**src/rtl/shiftreg_pkg.sv**
```systemverilog
// Shared types for the universal shift register: operation codes and serialiser states.
package shiftreg_pkg;

    typedef enum logic [2:0] {
        OP_HOLD = 3'b000,
        OP_SHL  = 3'b001,
        OP_SHR  = 3'b010,
        OP_LOAD = 3'b011,
        OP_ROL  = 3'b100,
        OP_ROR  = 3'b101,
        OP_ASR  = 3'b110,
        OP_SER  = 3'b111
    } op_e;

    typedef enum logic [1:0] {
        S_IDLE  = 2'd0,
        S_SHIFT = 2'd1,
        S_DONE  = 2'd2
    } ser_state_e;

endpackage

```
**src/rtl/shiftreg_barrel.sv**
```systemverilog
// Combinational next-value for the parallel ops (hold, load, shifts, rotates, arithmetic shift).
module shiftreg_barrel
    import shiftreg_pkg::*;
#(
    parameter  int N       = 8,
    localparam int SHAMT_W = $clog2(N)
) (
    input  logic [N-1:0]       q_i,
    input  logic [N-1:0]       d_i,
    input  logic [2:0]         op_i,
    input  logic [SHAMT_W-1:0] shamt_i,
    input  logic               fill_left_i,
    input  logic               fill_right_i,
    output logic [N-1:0]       q_next_o
);

    int unsigned amt;
    int unsigned rot;

    always_comb begin
        q_next_o = q_i;
        amt      = 32'(shamt_i);
        // Rotates wrap; plain shifts saturate to all-fill once amt reaches N.
        rot      = amt % N;
        unique case (op_e'(op_i))
            OP_HOLD: q_next_o = q_i;
            OP_LOAD,
            OP_SER:  q_next_o = d_i;
            OP_SHL: begin
                for (int i = 0; i < N; i++)
                    q_next_o[i] = (i >= amt) ? q_i[i - amt] : fill_left_i;
            end
            OP_SHR: begin
                for (int i = 0; i < N; i++)
                    q_next_o[i] = (i + amt < N) ? q_i[i + amt] : fill_right_i;
            end
            OP_ASR: begin
                for (int i = 0; i < N; i++)
                    q_next_o[i] = (i + amt < N) ? q_i[i + amt] : q_i[N-1];
            end
            OP_ROL: begin
                for (int i = 0; i < N; i++)
                    q_next_o[i] = q_i[(i + N - rot) % N];
            end
            OP_ROR: begin
                for (int i = 0; i < N; i++)
                    q_next_o[i] = q_i[(i + rot) % N];
            end
            default: q_next_o = q_i;
        endcase
    end

endmodule

```
**src/rtl/shiftreg_univ.sv**
```systemverilog
// Universal shift register with a self-timed LSB-first serialiser (IDLE -> SHIFT -> DONE).
module shiftreg_univ
    import shiftreg_pkg::*;
#(
    parameter  int N       = 8,
    localparam int SHAMT_W = $clog2(N)
) (
    input  logic               clk,
    input  logic               reset,
    input  logic               en,
    input  logic [2:0]         op,
    input  logic [SHAMT_W-1:0] shamt,
    input  logic               shift_in_left,
    input  logic               shift_in_right,
    input  logic [N-1:0]       d,
    output logic [N-1:0]       q,
    output logic               shift_out_left,
    output logic               shift_out_right,
    output logic               ser_out,
    output logic               ser_busy,
    output logic               ser_done,
    output ser_state_e         dbg_state
);

    localparam int CNT_W = SHAMT_W;

    logic [N-1:0]     q_q, q_d;
    logic [N-1:0]     barrel_q;
    logic [CNT_W-1:0] cnt_q, cnt_d;
    ser_state_e       state_q, state_d;

    shiftreg_barrel #(.N(N)) u_barrel (
        .q_i          (q_q),
        .d_i          (d),
        .op_i         (op),
        .shamt_i      (shamt),
        .fill_left_i  (shift_in_left),
        .fill_right_i (shift_in_right),
        .q_next_o     (barrel_q)
    );

    always_ff @(posedge clk) begin
        if (reset) begin
            q_q     <= '0;
            cnt_q   <= '0;
            state_q <= S_IDLE;
        end else begin
            q_q     <= q_d;
            cnt_q   <= cnt_d;
            state_q <= state_d;
        end
    end

    always_comb begin
        q_d     = q_q;
        cnt_d   = cnt_q;
        state_d = state_q;
        if (en) begin
            unique case (state_q)
                S_SHIFT: begin
                    q_d = {shift_in_right, q_q[N-1:1]};
                    if (cnt_q == '0) begin
                        state_d = S_DONE;
                    end else begin
                        cnt_d = cnt_q - CNT_W'(1);
                    end
                end
                // DONE behaves like IDLE for the op presented on its single cycle.
                S_IDLE, S_DONE: begin
                    if (op_e'(op) == OP_SER) begin
                        q_d     = d;
                        cnt_d   = CNT_W'(N - 1);
                        state_d = S_SHIFT;
                    end else begin
                        q_d     = barrel_q;
                        state_d = S_IDLE;
                    end
                end
                default: state_d = S_IDLE;
            endcase
        end
    end

    assign q               = q_q;
    assign shift_out_left  = q_q[N-1];
    assign shift_out_right = q_q[0];
    assign ser_busy        = (state_q == S_SHIFT);
    assign ser_done        = (state_q == S_DONE);
    assign ser_out         = ser_busy & q_q[0];
    assign dbg_state       = state_q;

endmodule
```
**config.mk**
```make
export PLATFORM = sky130hd
export DESIGN_NAME = shiftreg_univ
export DESIGN_NICKNAME = d
export VERILOG_FILES = /design/src/rtl/shiftreg_pkg.sv /design/src/rtl/shiftreg_barrel.sv /design/src/rtl/shiftreg_univ.sv
export SDC_FILE = /design/constraint.sdc
export NUM_CORES = 1
export LEC_CHECK = 0
export CORE_ASPECT_RATIO = 0.75
export CORE_MARGIN = 8
export CORE_UTILIZATION = 55
export CTS_CLUSTER_SIZE = 16
export DETAILED_ROUTE_END_ITERATION = 6
export GPL_ROUTABILITY_DRIVEN = 0
export GPL_TIMING_DRIVEN = 0
export PLACE_DENSITY = 0.8
export SYNTH_ARGS = -nofsm -noshare
export SYNTH_HDL_FRONTEND = slang
export SYNTH_HIERARCHICAL = 1
export SYNTH_SLANG_ARGS = --single-unit
export TNS_END_PERCENT = 30
```
**constraint.sdc**
```tcl
create_clock -name clk -period 4 [get_ports clk]
set_input_delay 1.2 -clock clk [delete_from_list [all_inputs] [get_ports clk]]
set_output_delay 1.2 -clock clk [all_outputs]
set_load 0.05 [all_outputs]
```
==> load_flow_metrics.sql, run 1 <==
INSERT INTO impl_metrics (metric_group, metric, value, unit) VALUES
('sta', 'final_max_slew_viol_count', '0', ''),
('sta', 'hold_viol_final', '0', ''),
('cells_and_area', 'final_cell_mix', 'sky130_fd_sc_hd__nand2_1 (41), sky130_fd_sc_hd__clkdlybuf4s50_1 (30), sky130_fd_sc_hd__nor2_1 (26)', ''),
('placed_design', 'placed_cells_incl_taps', '368', ''),
('sta', 'clock.fmax', '0.261', 'GHz'),
('drt', 'wl_per_cell', '19.7', 'um'),
('yosys', 'postSynthNetCount', '311', ''),
('yosys', 'netlist_area', '0.00222', 'mm^2'),
('yosys', 'synth.yosys.seq_area_share', '11.7', '%'),
('floorplan', 'initial_core_utilization', '56.1', '%'),
('sta', 'final.setup_skew', '5.38', 'ps'),
('global_route', 'grt_max_degree', '15', ''),
('cells_and_area', 'final_nets', '348', ''),
('cells_and_area', 'post-route-cell-area', '0.00267', 'mm^2'),
('critical_path', 'cp_data_required_time', '4120', 'ps'),
('drt', 'num_vias', '2482', ''),
('critical_path', 'worstSetupEndpointType', 'register', ''),
('yosys', 'synth.mux.area_fraction', '22.2', '%'),
('yosys', 'synth_xor_xnor_area_share', '1.19', '%'),
('cts', 'numCtsBuffers', '3', ''),
('cells_and_area', 'mostFrequentLayoutCell', 'sky130_fd_sc_hd__nand2_1', ''),
('cts', 'cts_sinks', '13', ''),
('sta', 'fin_ws', '168', 'ps'),
('global_route', 'number_of_global_route_vias_before_repair', '2271', ''),
('cts', 'clock_network_latency_to_the_later_pin_of_the_worst_skew_pair', '250', 'ps'),
('yosys', 'synth_area_in_simple_gates', '24.2', '%'),
('cts', 'cts.clk_slew.worst_paths', '60', 'ps'),
('drt', 'detail_route.first_pass.iterations', '5', ''),
('floorplan', 'die_h', '71.0', 'um'),
('floorplan', 'design.die.area', '0.00634', 'mm^2'),
('critical_path', 'ff2ff_path_depth', '8', ''),
('min_path', 'hold-path-cell-count', '2', ''),
('drt', 'drt-initial-drc-count', '360', ''),
('placed_design', 'placed_cell_area', '0.00262', 'mm^2'),
('cells_and_area', 'stdcell_count', '371', ''),
('floorplan', 'design.portCount', '34', ''),
('min_path', 'min-delay-path-class', 'reg2reg', ''),
('drt', 'post-route-drc-count', '0', ''),
('status', 'outcome', 'completed', ''),
('yosys', 'async_flop_share', '0', '%'),
('sta', 'finalHoldWorstSlack', '498', 'ps'),
('cells_and_area', 'antenna_cells_inserted', '0', ''),
('sta', 'period_share', '95.8', '%'),
('drt', 'viasPerCell', '6.69', ''),
('cts', 'clock_tree_from_tritoncts', 'yes', ''),
('floorplan', 'row_count', '20', ''),
('cts', 'postCtsSetupRepairBufs', '0', ''),
('power_and_ir_drop', 'ir_worst_vdd', '0.218', 'mV'),
('yosys', 'synth_seq_cells', '13', ''),
('power_and_ir_drop', 'report.power.total', '0.592', 'mW'),
('placed_design', 'detailedPlacementHpwl', '5520', 'um'),
('cells_and_area', 'layout-drive-gt1-share', '11.7', '%'),
('power_and_ir_drop', 'power.static_leakage', '1.04', 'nW'),
('yosys', 'synth.top_cells.by_area', 'sky130_fd_sc_hd__dfxtp_1 (12%), sky130_fd_sc_hd__mux4_1 (11%), sky130_fd_sc_hd__mux4_2 (7.1%), sky130_fd_sc_hd__nand2_1 (6.9%), sky130_fd_sc_hd__ha_1 (6.8%)', ''),
('global_route', 'overflow', '0', ''),
('yosys', 'yosysTopAreaCell', 'sky130_fd_sc_hd__dfxtp_1', ''),
('critical_path', 'critical_path_class', 'in2reg', ''),
('floorplan', 'placeableCoreArea', '0.00395', 'mm^2'),
('sta', 'setup-violations-final', '0', ''),
('yosys', 'synth_fa_ha_area_share', '6.77', '%'),
('yosys', 'yosysWarningCount', '6', ''),
('cts', 'hold_buffers', '0', ''),
('critical_path', 'setup.reg_to_reg.worst_slack', '1560', 'ps'),
('yosys', 'synthFlopType', 'sky130_fd_sc_hd__dfxtp_1', ''),
('yosys', 'synth_area_per_cell', '7.92', 'um^2'),
('floorplan', 'die_width', '89.3', 'um'),
('cells_and_area', 'syn2layout_area_growth', '20.2', '%'),
('critical_path', 'critPathMaxFanout', '10', ''),
('cts', 'cts_max_level', '1', ''),
('yosys', 'synth_top_cell_area_share', '11.7', '%'),
('global_route', 'antenna_found_initial', '0', '');
==> stage by stage <==
stage	util (%)	setup TNS (ps)
final	67.4	0
after global routing	67.4	0
after CTS	67.3	0
after detailed placement	66.2	-2780
after global placement	66.2	-2430
after floorplan	-	0
==> synthesized netlist by cell type, types with 3 or more instances <==
| library cell | count |
|---|---|
| sky130_fd_sc_hd__a211oi_1 | 5 |
| sky130_fd_sc_hd__a21oi_1 | 20 |
| sky130_fd_sc_hd__a221oi_1 | 10 |
| sky130_fd_sc_hd__a31oi_1 | 3 |
| sky130_fd_sc_hd__buf_2 | 5 |
| sky130_fd_sc_hd__buf_4 | 4 |
| sky130_fd_sc_hd__buf_6 | 5 |
| sky130_fd_sc_hd__clkbuf_1 | 11 |
| sky130_fd_sc_hd__dfxtp_1 | 13 |
| sky130_fd_sc_hd__ha_1 | 12 |
| sky130_fd_sc_hd__inv_1 | 9 |
| sky130_fd_sc_hd__mux2_2 | 3 |
| sky130_fd_sc_hd__mux2i_1 | 5 |
| sky130_fd_sc_hd__mux4_1 | 9 |
| sky130_fd_sc_hd__mux4_2 | 7 |
| sky130_fd_sc_hd__nand2_1 | 41 |
| sky130_fd_sc_hd__nand2b_1 | 5 |
| sky130_fd_sc_hd__nand3_1 | 7 |
| sky130_fd_sc_hd__nor2_1 | 26 |
| sky130_fd_sc_hd__nor2b_1 | 6 |
| sky130_fd_sc_hd__nor3_1 | 12 |
| sky130_fd_sc_hd__o21ai_0 | 16 |
| sky130_fd_sc_hd__or3_1 | 3 |
==> cells by family (layout without fill, tap and decap cells) <==
family / count (synthesis) / count (layout)
fa+ha+maj: 12 / 12
compound gates: 80 / 80
simple gates: 113 / 113
buf+inv: 34 / 70
xor+xnor: 3 / 3
flops: 13 / 13
mux: 25 / 25
==> critical path, stage by stage <==
cell and delay [ps]:
sky130_fd_sc_hd__dlygate4sd2_1 420, sky130_fd_sc_hd__buf_2 290, sky130_fd_sc_hd__inv_1 180, sky130_fd_sc_hd__ha_2 470, sky130_fd_sc_hd__mux2_2 370, sky130_fd_sc_hd__a21oi_1 170
sky130_fd_sc_hd__a221o_1 200, sky130_fd_sc_hd__o311ai_1 140, sky130_fd_sc_hd__a221oi_1 410, sky130_fd_sc_hd__nor3_1 100
==> cell type report <==
class	instances	area [um^2]	area share, %
buffer	24	151	5.68
clock buffer	3	41.3	1.55
clock inverter	1	5.00	0.188
inverter	9	33.8	1.27
multi-input combinational	233	1770	66.5
sequential	13	260	9.77
tap	55	68.8	2.58
timing repair buffer	33	332	12.4
==> sequential cells by signal (all words and copies together) (netlist names) <==
name / cells
cnt_q: 3
dbg_state: 2
q: 8
==> path summary, 6_finish.rpt <==
path / end / from
hold reg to reg: cnt_q[1] / cnt_q[1]
setup / recovery: q[6] / shamt[2]
setup reg to reg: q[1] / q[7]
hold / removal: cnt_q[1] / cnt_q[1]
==> report_power, final <==
part | total (mW) | leakage [nW] | internal (mW) | switching [mW]
registers | 0.156 | 0.107 | 0.138 | 0.0172
logic | 0.315 | 0.910 | 0.135 | 0.180
clock network | 0.121 | 0.0255 | 0.0690 | 0.0523
total | 0.592 | 1.04 | 0.342 | 0.250
==> layer usage <==
layer  global-route usage (%)  wire length (um)
met3                     3.94               879
met2                     32.2              3080
met5                        0                 0
met1                     35.1              3220
met4                     4.04               114
==> timing repair <==
action	CTS	global route
pin swaps	0	0
setup endpoints to repair	6	5
gates resized for setup	4	2
Note: power is estimated with default switching activity, not from simulation.
==> run 2, diff against run 1 <==
--- a/config.mk
+++ b/config.mk
@@ -7,12 +7,14 @@
 export LEC_CHECK = 0
 export CORE_ASPECT_RATIO = 0.75
 export CORE_MARGIN = 8
-export CORE_UTILIZATION = 55
+export CORE_UTILIZATION = 61
 export CTS_CLUSTER_SIZE = 16
 export DETAILED_ROUTE_END_ITERATION = 6
+export DONT_BUFFER_PORTS = 1
 export GPL_ROUTABILITY_DRIVEN = 0
 export GPL_TIMING_DRIVEN = 0
-export PLACE_DENSITY = 0.8
+export MAX_ROUTING_LAYER = met4
+export PLACE_DENSITY = 0.76
 export SYNTH_ARGS = -nofsm -noshare
 export SYNTH_HDL_FRONTEND = slang
 export SYNTH_HIERARCHICAL = 1
==> run 2 against run 1 <==
  * Highest routed layer unchanged
  * Combinational power shrank 23%
  * Critical path depth unchanged
  * Flip-flop and latch count did not move
  * Clock power shrank 3%
  * Largest power group unchanged
==> load_flow_metrics.sql, run 2 (synthesis gave the netlist of run 1 again) <==
INSERT INTO impl_metrics (metric_group, metric, value, unit) VALUES
('drt', 'finalWirelength', '6820', 'um'),
('floorplan', 'design.portCount', '34', ''),
('critical_path', 'worst_path_dominant_cell_family', 'buffers and inverters', ''),
('global_route', 'grt_max_degree', '15', ''),
('floorplan', 'design.die.area', '0.00584', 'mm^2'),
('cells_and_area', 'antenna_cells_inserted', '0', ''),
('sta', 'rsz0062_at_grt', 'false', ''),
('power_and_ir_drop', 'clockPowerShare', '21.6', '%'),
('floorplan', 'placeableCoreArea', '0.00357', 'mm^2'),
('sta', 'slew_headroom', '34.2', '%'),
('cells_and_area', 'final_nets', '316', ''),
('cells_and_area', 'stdcell_count', '326', ''),
('cells_and_area', 'n_fill_cell', '326', ''),
('power_and_ir_drop', 'combinational_fraction_of_design_power', '45.1', '%'),
('sta', 'final.setup_skew', '0.752', 'ps'),
('critical_path', 'worst-endpoint-arrival', '3640', 'ps'),
('global_route', 'number_of_global_route_vias_before_repair', '2060', ''),
('cts', 'cts-root-buf', 'sky130_fd_sc_hd__clkbuf_8', ''),
('sta', 'tightest_slew', '986', 'ps'),
('sta', 'setup-violations-final', '0', ''),
('critical_path', 'crit_path_cell_chain', 'buf_2, inv_1, ha_1, clkbuf_1, mux4_2, nand2_1, a21oi_1, o32a_1, a221oi_1, nor3_1', ''),
('placed_design', 'detailedPlacementHpwl', '5140', 'um'),
('cts', 'cts_repair_resize_count', '0', ''),
('sta', 'period_share', '88.1', '%'),
('cts', 'clock_network_latency_to_the_later_pin_of_the_worst_skew_pair', '240', 'ps'),
('cts', 'postCtsSetupRepairBufs', '0', ''),
('sta', 'final.min_clock_period', '3530', 'ps'),
('power_and_ir_drop', 'report.power.total', '0.541', 'mW'),
('power_and_ir_drop', 'power_density_relative_to_cell_area', '234', 'mW/mm^2'),
('cells_and_area', 'largest_register_ff_count', '8', ''),
('global_route', 'antenna_found_initial', '0', ''),
('placed_design', 'port_buffers', '0', ''),
('drt', 'post-route-drc-count', '0', ''),
('critical_path', 'worstSetupEndpointType', 'register', ''),
('cells_and_area', 'layout-drive-gt1-share', '12.7', '%'),
('placed_design', 'placed_cells_incl_taps', '322', ''),
('floorplan', 'die_width', '85.6', 'um'),
('cts', 'cts_sinks', '13', ''),
('global_route', 'grt_util_all_layers', '23.7', '%'),
('cts', 'hold_buffers', '0', ''),
('sta', 'final_max_slew_viol_count', '0', ''),
('critical_path', 'critical_path_class', 'in2reg', ''),
('power_and_ir_drop', 'ir_worst_vdd', '0.281', 'mV'),
('drt', 'num_vias', '2299', ''),
('cts', 'numCtsBuffers', '3', ''),
('cts', 'cts.clk_slew.worst_paths', '50', 'ps'),
('power_and_ir_drop', 'power.internal', '0.313', 'mW'),
('floorplan', 'initial_core_utilization', '62.2', '%'),
('power_and_ir_drop', 'swShare', '42.2', '%'),
('cts', 'cts_max_level', '1', ''),
('cts', 'clock_tree_from_tritoncts', 'yes', ''),
('power_and_ir_drop', 'netSwitchingPower', '0.228', 'mW'),
('drt', 'drt-initial-drc-count', '311', ''),
('sta', 'hold_viol_final', '0', ''),
('cells_and_area', 'syn2layout_area_growth', '4.46', '%'),
('global_route', 'wire_length_of_the_first_global_routing_pass', '10600', 'um'),
('floorplan', 'row_count', '19', ''),
('drt', 'viasPerCell', '7.05', ''),
('power_and_ir_drop', 'pwr-share-seq', '33.4', '%'),
('min_path', 'min-delay-path-class', 'reg2reg', ''),
('critical_path', 'cp_data_required_time', '4110', 'ps'),
('drt', 'ant_nets', '0', ''),
('critical_path', 'crit_path_max_incr_delay', '550', 'ps'),
('critical_path', 'crit_path_top_delay_cell', 'sky130_fd_sc_hd__mux4_2', ''),
('drt', 'wl_per_cell', '20.9', 'um'),
('sta', 'clock.fmax', '0.284', 'GHz'),
('cts', 'clock_tree.buffer_depth', '2', ''),
('global_route', 'overflow', '0', ''),
('power_and_ir_drop', 'power.static_leakage', '0.910', 'nW'),
('sta', 'fin_setup_tns', '0', 'ps'),
('cells_and_area', 'final_cell_mix', 'sky130_fd_sc_hd__nand2_1 (41), sky130_fd_sc_hd__nor2_1 (26), sky130_fd_sc_hd__a21oi_1 (20)', ''),
('critical_path', 'crit_path_start_kind', 'input port', ''),
('cells_and_area', 'mostFrequentLayoutCell', 'sky130_fd_sc_hd__nand2_1', ''),
('floorplan', 'die_h', '68.2', 'um'),
('critical_path', 'critPathMaxFanout', '10', ''),
('drt', 'detail_route.first_pass.iterations', '5', ''),
('status', 'outcome', 'completed', ''),
('critical_path', 'cp.buffers_inverters', '3', ''),
('run', 'drv.max_cap_violation_count', '0', '');
## run 2: changes by cell type in the layout (fill, tap and decap cells not counted), sizes merged
cell,previous run,this run
dlygate4sd2,1,0
dlymetal6s2s,1,0
clkbuf,13,14
clkdlybuf4s50,30,0
clkdlybuf4s15,1,0
## run 2: cell type report
| class | instances | area, um^2 | share of cell area (%) |
|---|---|---|---|
| well taps | 42 | 52.6 | 2.27 |
| flip-flops and latches | 13 | 260 | 11.2 |
| multi-input cells | 233 | 1770 | 76.4 |
| inverters | 9 | 33.8 | 1.46 |
| clock buffers | 3 | 41.3 | 1.78 |
| plain buffers | 25 | 153 | 6.59 |
| clock inverters | 1 | 5.00 | 0.216 |
## run 2: per-layer routing
metal,wire length (um),global-route usage [%],up-vias,share of wire [%]
met5,0,-,-,0
met4,74,2.17,0,1.1
met3,1040,9.83,12,15
met2,2790,33.4,183,41
met1,2910,31.9,1045,43
li1,-,-,1059,-
## run 2: worst register-to-register path, cell delays in order, from the launching register on
cell and delay [ps]:
sky130_fd_sc_hd__dfxtp_1 570, sky130_fd_sc_hd__clkbuf_1 370, sky130_fd_sc_hd__mux2i_2 400, sky130_fd_sc_hd__nor2_1 130, sky130_fd_sc_hd__nand3_1 100, sky130_fd_sc_hd__o221ai_1 100, sky130_fd_sc_hd__or3_1 400, sky130_fd_sc_hd__a221oi_1 330
sky130_fd_sc_hd__nor3_1 90
## run 2: path summary, 6_finish.rpt
kind | slack [ps] | cells past startpoint | startpoint | to
setup / recovery | 470 | 10 | shamt[1] | q[5]
hold reg to reg | 490 | 2 | cnt_q[2] | cnt_q[2]
setup reg to reg | 1390 | 8 | q[7] | q[1]
hold / removal | 490 | 2 | cnt_q[2] | cnt_q[2]
## run 2: power by group through the flow
stage	Combinational, mW	Clock, mW	Sequential, mW
final	0.244	0.117	0.181
after global routing	0.263	0.124	0.182
after CTS	0.237	0.118	0.180
after detailed placement	0.236	0	0.183
after global placement	0.233	0	0.183
after floorplan	0.192	0	0.175
## run 2: per-stage QoR
stage          hold slack [ps]  setup slack, ps  util [%]  instance area, um^2
3_3_place_gp               475              211      63.6                 2270
3_5_place_dp               487              209      63.6                 2270
2_1_floorplan              468              527         -                 2220
5_1_grt                    514              314      64.9                 2320
4_1_cts                    494              466      64.9                 2320
6_report                   492              474      64.9                 2320
